## src/rtl/decoder_scan_n_pkg.sv

```systemverilog
// Shared types and decode helpers for decoder_scan_n.
package decoder_pkg;

  typedef enum logic [1:0] {
    ST_IDLE   = 2'd0,
    ST_DIRECT = 2'd1,
    ST_SCAN   = 2'd2
  } state_e;

  localparam logic MODE_DIRECT = 1'b0;
  localparam logic MODE_SCAN   = 1'b1;

  // Helpers work at the widest supported size; callers cast down to their own width.
  localparam int MAX_SEL_W = 8;
  localparam int MAX_OUT_W = 2 ** MAX_SEL_W;

  function automatic logic [MAX_OUT_W-1:0] onehot(input logic [MAX_SEL_W-1:0] addr);
    logic [MAX_OUT_W-1:0] one;
    one = MAX_OUT_W'(1);
    return one << addr;
  endfunction

  function automatic logic [MAX_OUT_W-1:0] thermo(input logic [MAX_SEL_W-1:0] addr);
    logic [MAX_OUT_W-1:0] one;
    logic [MAX_SEL_W:0]   span;
    one  = MAX_OUT_W'(1);
    span = {1'b0, addr} + {{MAX_SEL_W{1'b0}}, 1'b1};
    return (one << span) - one;
  endfunction

endpackage

```

## src/rtl/decoder_scan_n_scan_timer.sv

```systemverilog
// Dwell counter for scan mode: tick is high once the count has reached dwell.
module scan_timer #(
  parameter int DWELL_W = 8
) (
  input  logic               clk,
  input  logic               rst_n,
  input  logic               clear,
  input  logic [DWELL_W-1:0] dwell,
  output logic               tick
);

  logic [DWELL_W-1:0] count_q;
  logic [DWELL_W-1:0] count_d;

  // dwell is compared live so a lowered value takes effect on the next edge
  assign tick = (count_q >= dwell);

  always_comb begin
    count_d = count_q;
    if (clear || tick) begin
      count_d = {DWELL_W{1'b0}};
    end else begin
      count_d = count_q + {{(DWELL_W-1){1'b0}}, 1'b1};
    end
  end

  always_ff @(posedge clk or negedge rst_n) begin
    if (!rst_n) begin
      count_q <= {DWELL_W{1'b0}};
    end else begin
      count_q <= count_d;
    end
  end

endmodule

```

## src/rtl/decoder_scan_n.sv

```systemverilog
// Registered N-to-2^N decoder with direct and self-timed scan modes.
// Optional thermometer output enabled by DECODER_SCAN_THERMO_EN.
module decoder_scan_n
  import decoder_pkg::*;
#(
  parameter int SEL_W   = 3,
  parameter int DWELL_W = 8
) (
  input  logic                 clk,
  input  logic                 rst_n,
  input  logic                 enable,
  input  logic                 mode,
  input  logic [SEL_W-1:0]     sel,
  input  logic                 sel_valid,
`ifdef DECODER_SCAN_THERMO_EN
  input  logic                 thermo,
`endif
  input  logic [DWELL_W-1:0]   dwell,
  output logic [2**SEL_W-1:0]  y,
  output logic [SEL_W-1:0]     cur_sel,
  output logic                 active,
  output logic                 wrap
);

  localparam int OUT_W = 2 ** SEL_W;

  state_e             state_q, state_d;
  logic [SEL_W-1:0]   addr_q, addr_d;
  logic [OUT_W-1:0]   y_q, y_d;
  logic               active_q, active_d;
  logic               wrap_q, wrap_d;
  logic               th_s;
  logic               tick_s;
  logic               timer_clear_s;

`ifdef DECODER_SCAN_THERMO_EN
  assign th_s = thermo;
`else
  assign th_s = 1'b0;
`endif

  function automatic logic [OUT_W-1:0] decode(input logic [SEL_W-1:0] a, input logic th);
    return OUT_W'(th ? decoder_pkg::thermo(MAX_SEL_W'(a))
                     : decoder_pkg::onehot(MAX_SEL_W'(a)));
  endfunction

  // The timer only runs while scanning continues; any entry into scan restarts it.
  assign timer_clear_s = (state_q != ST_SCAN) || (state_d != ST_SCAN);

  scan_timer #(.DWELL_W(DWELL_W)) u_timer (
    .clk   (clk),
    .rst_n (rst_n),
    .clear (timer_clear_s),
    .dwell (dwell),
    .tick  (tick_s)
  );

  always_comb begin
    state_d = state_q;
    if (!enable) begin
      state_d = ST_IDLE;
    end else begin
      case (state_q)
        ST_IDLE, ST_DIRECT, ST_SCAN: state_d = (mode == MODE_SCAN) ? ST_SCAN : ST_DIRECT;
        default:                     state_d = ST_IDLE;
      endcase
    end
  end

  always_comb begin
    addr_d = addr_q;
    y_d    = y_q;
    wrap_d = 1'b0;
    if (!enable) begin
      addr_d = {SEL_W{1'b0}};
      y_d    = {OUT_W{1'b0}};
    end else begin
      case (state_q)
        ST_IDLE, ST_DIRECT: begin
          if (mode == MODE_SCAN) begin
            addr_d = {SEL_W{1'b0}};
            y_d    = decode({SEL_W{1'b0}}, th_s);
          end else if ((state_q == ST_DIRECT) && sel_valid) begin
            addr_d = sel;
            y_d    = decode(sel, th_s);
          end else begin
            addr_d = addr_q;
          end
        end
        ST_SCAN: begin
          // Leaving scan for direct keeps the last scanned address on the outputs
          if ((mode == MODE_SCAN) && tick_s) begin
            addr_d = addr_q + {{(SEL_W-1){1'b0}}, 1'b1};
            y_d    = decode(addr_d, th_s);
            wrap_d = &addr_q;
          end else begin
            addr_d = addr_q;
          end
        end
        default: begin
          addr_d = {SEL_W{1'b0}};
          y_d    = {OUT_W{1'b0}};
        end
      endcase
    end
    active_d = (y_d != {OUT_W{1'b0}});
  end

  always_ff @(posedge clk or negedge rst_n) begin
    if (!rst_n) begin
      state_q  <= ST_IDLE;
      addr_q   <= {SEL_W{1'b0}};
      y_q      <= {OUT_W{1'b0}};
      active_q <= 1'b0;
      wrap_q   <= 1'b0;
    end else begin
      state_q  <= state_d;
      addr_q   <= addr_d;
      y_q      <= y_d;
      active_q <= active_d;
      wrap_q   <= wrap_d;
    end
  end

  assign y       = y_q;
  assign cur_sel = addr_q;
  assign active  = active_q;
  assign wrap    = wrap_q;

endmodule

```

## config.mk

```make
export PLATFORM = sky130hd
export DESIGN_NAME = decoder_scan_n
export DESIGN_NICKNAME = d
export VERILOG_FILES = /design/src/rtl/decoder_scan_n_pkg.sv /design/src/rtl/decoder_scan_n_scan_timer.sv /design/src/rtl/decoder_scan_n.sv
export SDC_FILE = /design/constraint.sdc
export NUM_CORES = 1
export LEC_CHECK = 0
export ABC_AREA = 0
export CELL_PAD_IN_SITES_DETAIL_PLACEMENT = 0
export CELL_PAD_IN_SITES_GLOBAL_PLACEMENT = 1
export CORE_MARGIN = 1
export CORE_UTILIZATION = 30
export DETAILED_ROUTE_END_ITERATION = 16
export PLACE_DENSITY = 0.6
export SETUP_SLACK_MARGIN = 0.02
export SLEW_MARGIN = 10
export SYNTH_ARGS = -nofsm -noshare
export SYNTH_HDL_FRONTEND = slang
export SYNTH_SLANG_ARGS = --single-unit
```

## constraint.sdc

```tcl
create_clock -name clk -period 4.15 [get_ports clk]
set_input_delay 0.83 -clock clk [delete_from_list [all_inputs] [get_ports clk]]
set_output_delay 0.83 -clock clk [all_outputs]
set_load 0.01 [all_outputs]
```

* Yosys cells after proc, flatten, opt, wreduce, memory -nomap -nowiden *
Cells that the tools add are included.

word-level totals
  output and inout bits = 13
  input port bits = 16
  logic and storage cells = 44
  flip-flop bits (word level) = 23

cells by class
  reduce and logical (&&, ||, !) cells = 10
  equal/unequal tests = 6
  add/sub/neg operators = 2
  magnitude comparators = 1
  muxes and demuxes = 17
  shift operators = 2

operators with widths
  kind                   number
  $mux W8                5
  $pmux W8 S2            1
  $shl A1 B3 Y8 const A  2
  $mux W3                4
  $add A8 B1 Y8 const B  1
  $ge A8 B8 Y1           1
  $reduce_bool A8 Y1     1
  $mux W2                3
  $pmux W3 S2            1
  $ne A2 B2 Y1 const B   2
  $ne A4 B4 Y1 const B   1
  $add A3 B1 Y3 const B  1
  $mux W1                3
  $ne A3 B3 Y1 const B   1
  $reduce_and A3 Y1      1
  $reduce_or A3 Y1       1
  $eq A2 B1 Y1 const B   1
  $eq A2 B2 Y1 const B   1
  $logic_and A1 B1 Y1    2
  $logic_not A2 Y1       1
  $logic_or A1 B1 Y1     2
  $reduce_and A2 Y1      1
  $reduce_or A2 Y1       1

* Depth between registers and ports, before layout *
  depth in word-level cells = 8
  mapped depth = 9
  gate-level depth less buffers = 9

* Hierarchy *
Synthesis repeated with hierarchy kept, for this count alone.

unflattened totals
  cell total of the unflattened synthesis = 165
  area, all modules = 1542.7 µm²

by module, submodules not included
  module          area an instance (µm²)  instances  cells each
  decoder_scan_n  968.4                   1          106
  scan_timer      574.3                   1          59

* Least setup slack after synthesis *
Ideal clock, no wire load.

  path kind = input -> register
  start = in dwell[2]
  end = reg active_q, in the netlist active
  library setup time = 0.135 ns
  path slack = 1.614 ns
  arrival time = 2.401 ns
  path buffers = 0
  cell stages on the path = 9
  required time = 4.015 ns
  cell sequence = inv_1 > ha_1 > and3_1 > o21ai_2 > a31oi_2 > o21ai_4 > o211ai_2 > nor4_1 > nand4bb_1

on the way
  word-level cells in the longest chain between the ends = 6

RTL lines
  element               RTL line                         RTL
  from (decl)           decoder_scan_n.sv:18             input logic [DWELL_W-1:0] dwell,
  $ge A8 B8 Y1          decoder_scan_n_scan_timer.sv:16  assign tick = (count_q >= dwell);
  $logic_and A1 B1 Y1   decoder_scan_n.sv:92             if ((mode == MODE_SCAN) && tick_s) begin
  $mux W8               decoder_scan_n.sv:92
  $pmux W8 S2           decoder_scan_n.sv:78             case (state_q)
  $mux W8               decoder_scan_n.sv:74             if (!enable) begin
  net y_d[6]            decoder_scan_n.sv:29             logic [OUT_W-1:0] y_q, y_d;
  $reduce_bool A8 Y1    decoder_scan_n.sv:106            active_d = (y_d != {OUT_W{1'b0}});
  net active_d          decoder_scan_n.sv:30             logic active_q, active_d;
  to (signal assigned)  decoder_scan_n.sv:120            active_q <= active_d;
  to (decl)             decoder_scan_n.sv:30

The timed path passes the listed nets, and every way through them passes these cells.
A chain may end at the register's enable or synchronous reset.

* Worst setup path after layout *
Ends and elaborated chain as after synthesis.

==> impl_results.md <==
- Startpoint Class: input port
- Worst-path fanout max: 9
- Fin Setup TNS: 0 ns
- Initial cell density of the core: 0.321
- Number of global-route vias before repair: 1380
- RSZ-0062 raised after global routing: no
- Fin crit period: 2.96 ns
- Avg Inst Size Synth: 9.33 sq um
- Layout cells sized above 1: 0.0867
- Peak VDD IR: 0.111 mV
- Syn_nets: 198
- Crit path cell chain: clkdlybuf4s50_1 > inv_1 > ha_1 > and3_1 > o21ai_2 > a31oi_2 > o21ai_4 > o211ai_1 > nor4_1 > nand4bb_1
- Die area: 5480 sq um
- Initial DRC Count: 87
- Final Hold Viols: 0
- Die width: 74.1 um
- Grt total ovfl: 0
- Antenna violations before repair: 0
- Slowest stage delay, CP: 0.45 ns
- Leading cell type in the layout, fill and taps excluded: clkdlybuf4s50_1
- Critical path class: in2reg
- Number of CTS-inserted buffers: 3
- CP Capture Type: flop
- Routed Antenna Nets: 0
- Mapped Cells: 167
- Setup Viol. Count Final: 0
- Post-CTS Setup Repair Bufs: 0
- Max-cap viol count: 0
- GR Util All Layers: 0.165
- Worst slew margin: 0.283
- Synthesis warning total: 0
- Overall Power: 470 uW
- Cell Area, Synth: 1560 sq um
- CTS Sinks: 23
- Pwr dens: 242 nW/um^2
- Core Util, Final: 0.401
- Wirelength per Cell: 15.2 um
- DRT Pass-1 Iters: 4
- FMAX: 338 MHz
- Slowest cell on the critical path: clkdlybuf4s50_1
- Slew Limit Fails: 0
- I/O pins: 29
- WP data arrival: 3.10 ns
- Gp weighted congestion: 0.789
- Required time of the critical path: 4.29 ns
- Fin nets: 228
- Number of port buffers: 28
- Leak: 0.000845 uW
- Routed WL: 4.01 mm
- Register area share after synthesis: 0.369
- Top_reg_cell synth: dfrtp_1
- Area Growth Syn to Fin: 24.9%
- Fillers: 512
- Via density: 5.15
- HPWL after DPL: 3.03 mm
- Via count: 1355
- Multi-input gate area: 881 sq um
- Clock root cell: clkbuf_8
- Htree depth: 1
- Post-cts sizing count: 0
- Std-Cell Rows: 25
- Yosys cell types: 44
- Worst Tran Pin Value: 1.07 ns
- Seq. cell area: 576 sq um
- Status: finished, final reports clean
- Die Y: 74.1 um
- Clock tree from TritonCTS: done
- Post-CTS Hold Buffers: 0
- Clock slew at reported path FFs: 0.09 ns
- EDFF count, synth: 0
- Worst-Skew Late Latency: 0.27 ns
- Max clock buf depth: 2
- Core Footprint: 4850 sq um
- Remaining DRCs: 0
- First-pass GRT wire length: 6.76 mm
- Commonest non-fill, non-tap cells in the layout: clkdlybuf4s50_1 (28), dfrtp_1 (23), inv_1 (18), ha_1 (15), nor2_1 (13)
- Seq cells post-synth: 23
- Async SR Flop Fraction: 1.00
- Hold Path Class: reg2reg
- Antenna fix cells: 0
- Largest net degree at the start of global routing: 24
- Period utilization: 0.713
- Clock Skew: 0.00668 ns
worst max-delay path, delay by kind of cell:
kind                       cells  cell delay [ns]
adders and majority gates      1             0.31
and+or+nand+nor                3             0.60
AOI/OAI and AO/OA              4             0.86
buffers and inverters          2             0.49
Yosys cell counts (all sizes together) (2+ instances only):
cell type   n  share of area
nor2b       3          0.012
a22oi       2         0.0096
dfrtp      23           0.37
nand3      13          0.045
inv        19          0.046
nor3        4          0.016
mux2i       2          0.013
a211oi      2         0.0096
a311oi      2          0.011
o211ai      9          0.056
a21oi       5          0.016
clkbuf      2         0.0072
a22o        2          0.011
ha         15           0.12
xor2        5          0.028
o21ai       9          0.041
and3        3          0.012
nand4       7          0.028
nand2      10          0.024
nor2       14          0.035
buf         2          0.012
o22ai       2         0.0080
power by group:
part / switching, uW / total (uW) / internal [uW]
Combinational: 45.3 / 84.4 / 39.1
Sequential: 7.47 / 238 / 230
Clock: 80.6 / 148 / 67.2
metal layers:
metal,wire length [um],global-route usage,share of wire
met1,1980,0.230,0.49
met5,0,0,0
met2,1820,0.259,0.45
met3,182,0.0271,0.045
met4,23,0.0534,0.0057
state kept, by name (all words and copies together) (netlist names):
register / count
active: 1
y: 8
wrap: 1
state_q: 2
cur_sel: 3
u_timer.count_q: 8
final cells by class:
cell class,instances,area share
clock buffers,3,0.0212
multi-input cells,121,0.453
flip-flops and latches,23,0.296
repair buffers,29,0.148
well taps,67,0.0431
inverters,19,0.0367
clock inverters,1,0.00257
final timing paths:
kind / slack (ns) / endpoint / from / depth (start not counted)
worst min-delay path: 0.57 / u_timer.count_q[7] / u_timer.count_q[7] / 2
worst max-delay path: 1.19 / active / dwell[2] / 10
max in group asynchronous: 2.37 / state_q[0] / rst_n / 1
worst min register to register: 0.57 / u_timer.count_q[7] / u_timer.count_q[7] / 2
worst max register to register: 1.78 / active / u_timer.count_q[2] / 8
min in group asynchronous: 1.13 / y[1] / rst_n / 1
per-stage QoR:
stage / instance area [sq um] / hold slack, ns / setup slack [ns] / cells
2_1_floorplan: 1560 / 0.488 / 1.61 / 167
5_1_grt: 1950 / 0.608 / 1.04 / 263
4_1_cts: 1950 / 0.575 / 1.18 / 263
3_3_place_gp: 1900 / 0.545 / 0.966 / 259
6_report: 1950 / 0.567 / 1.19 / 263
3_5_place_dp: 1900 / 0.557 / 0.901 / 259
cells by family (layout without fill, tap and decap cells):
group / Yosys count / after routing / synth area share
fa+ha+maj: 15 / 15 / 0.120
simple gates: 59 / 59 / 0.198
flops: 23 / 23 / 0.369
xor+xnor: 6 / 6 / 0.0337
compound gates: 39 / 39 / 0.201
buf+inv: 23 / 52 / 0.0651
mux: 2 / 2 / 0.0129
No activity file was read; power rests on OpenSTA's default activity.
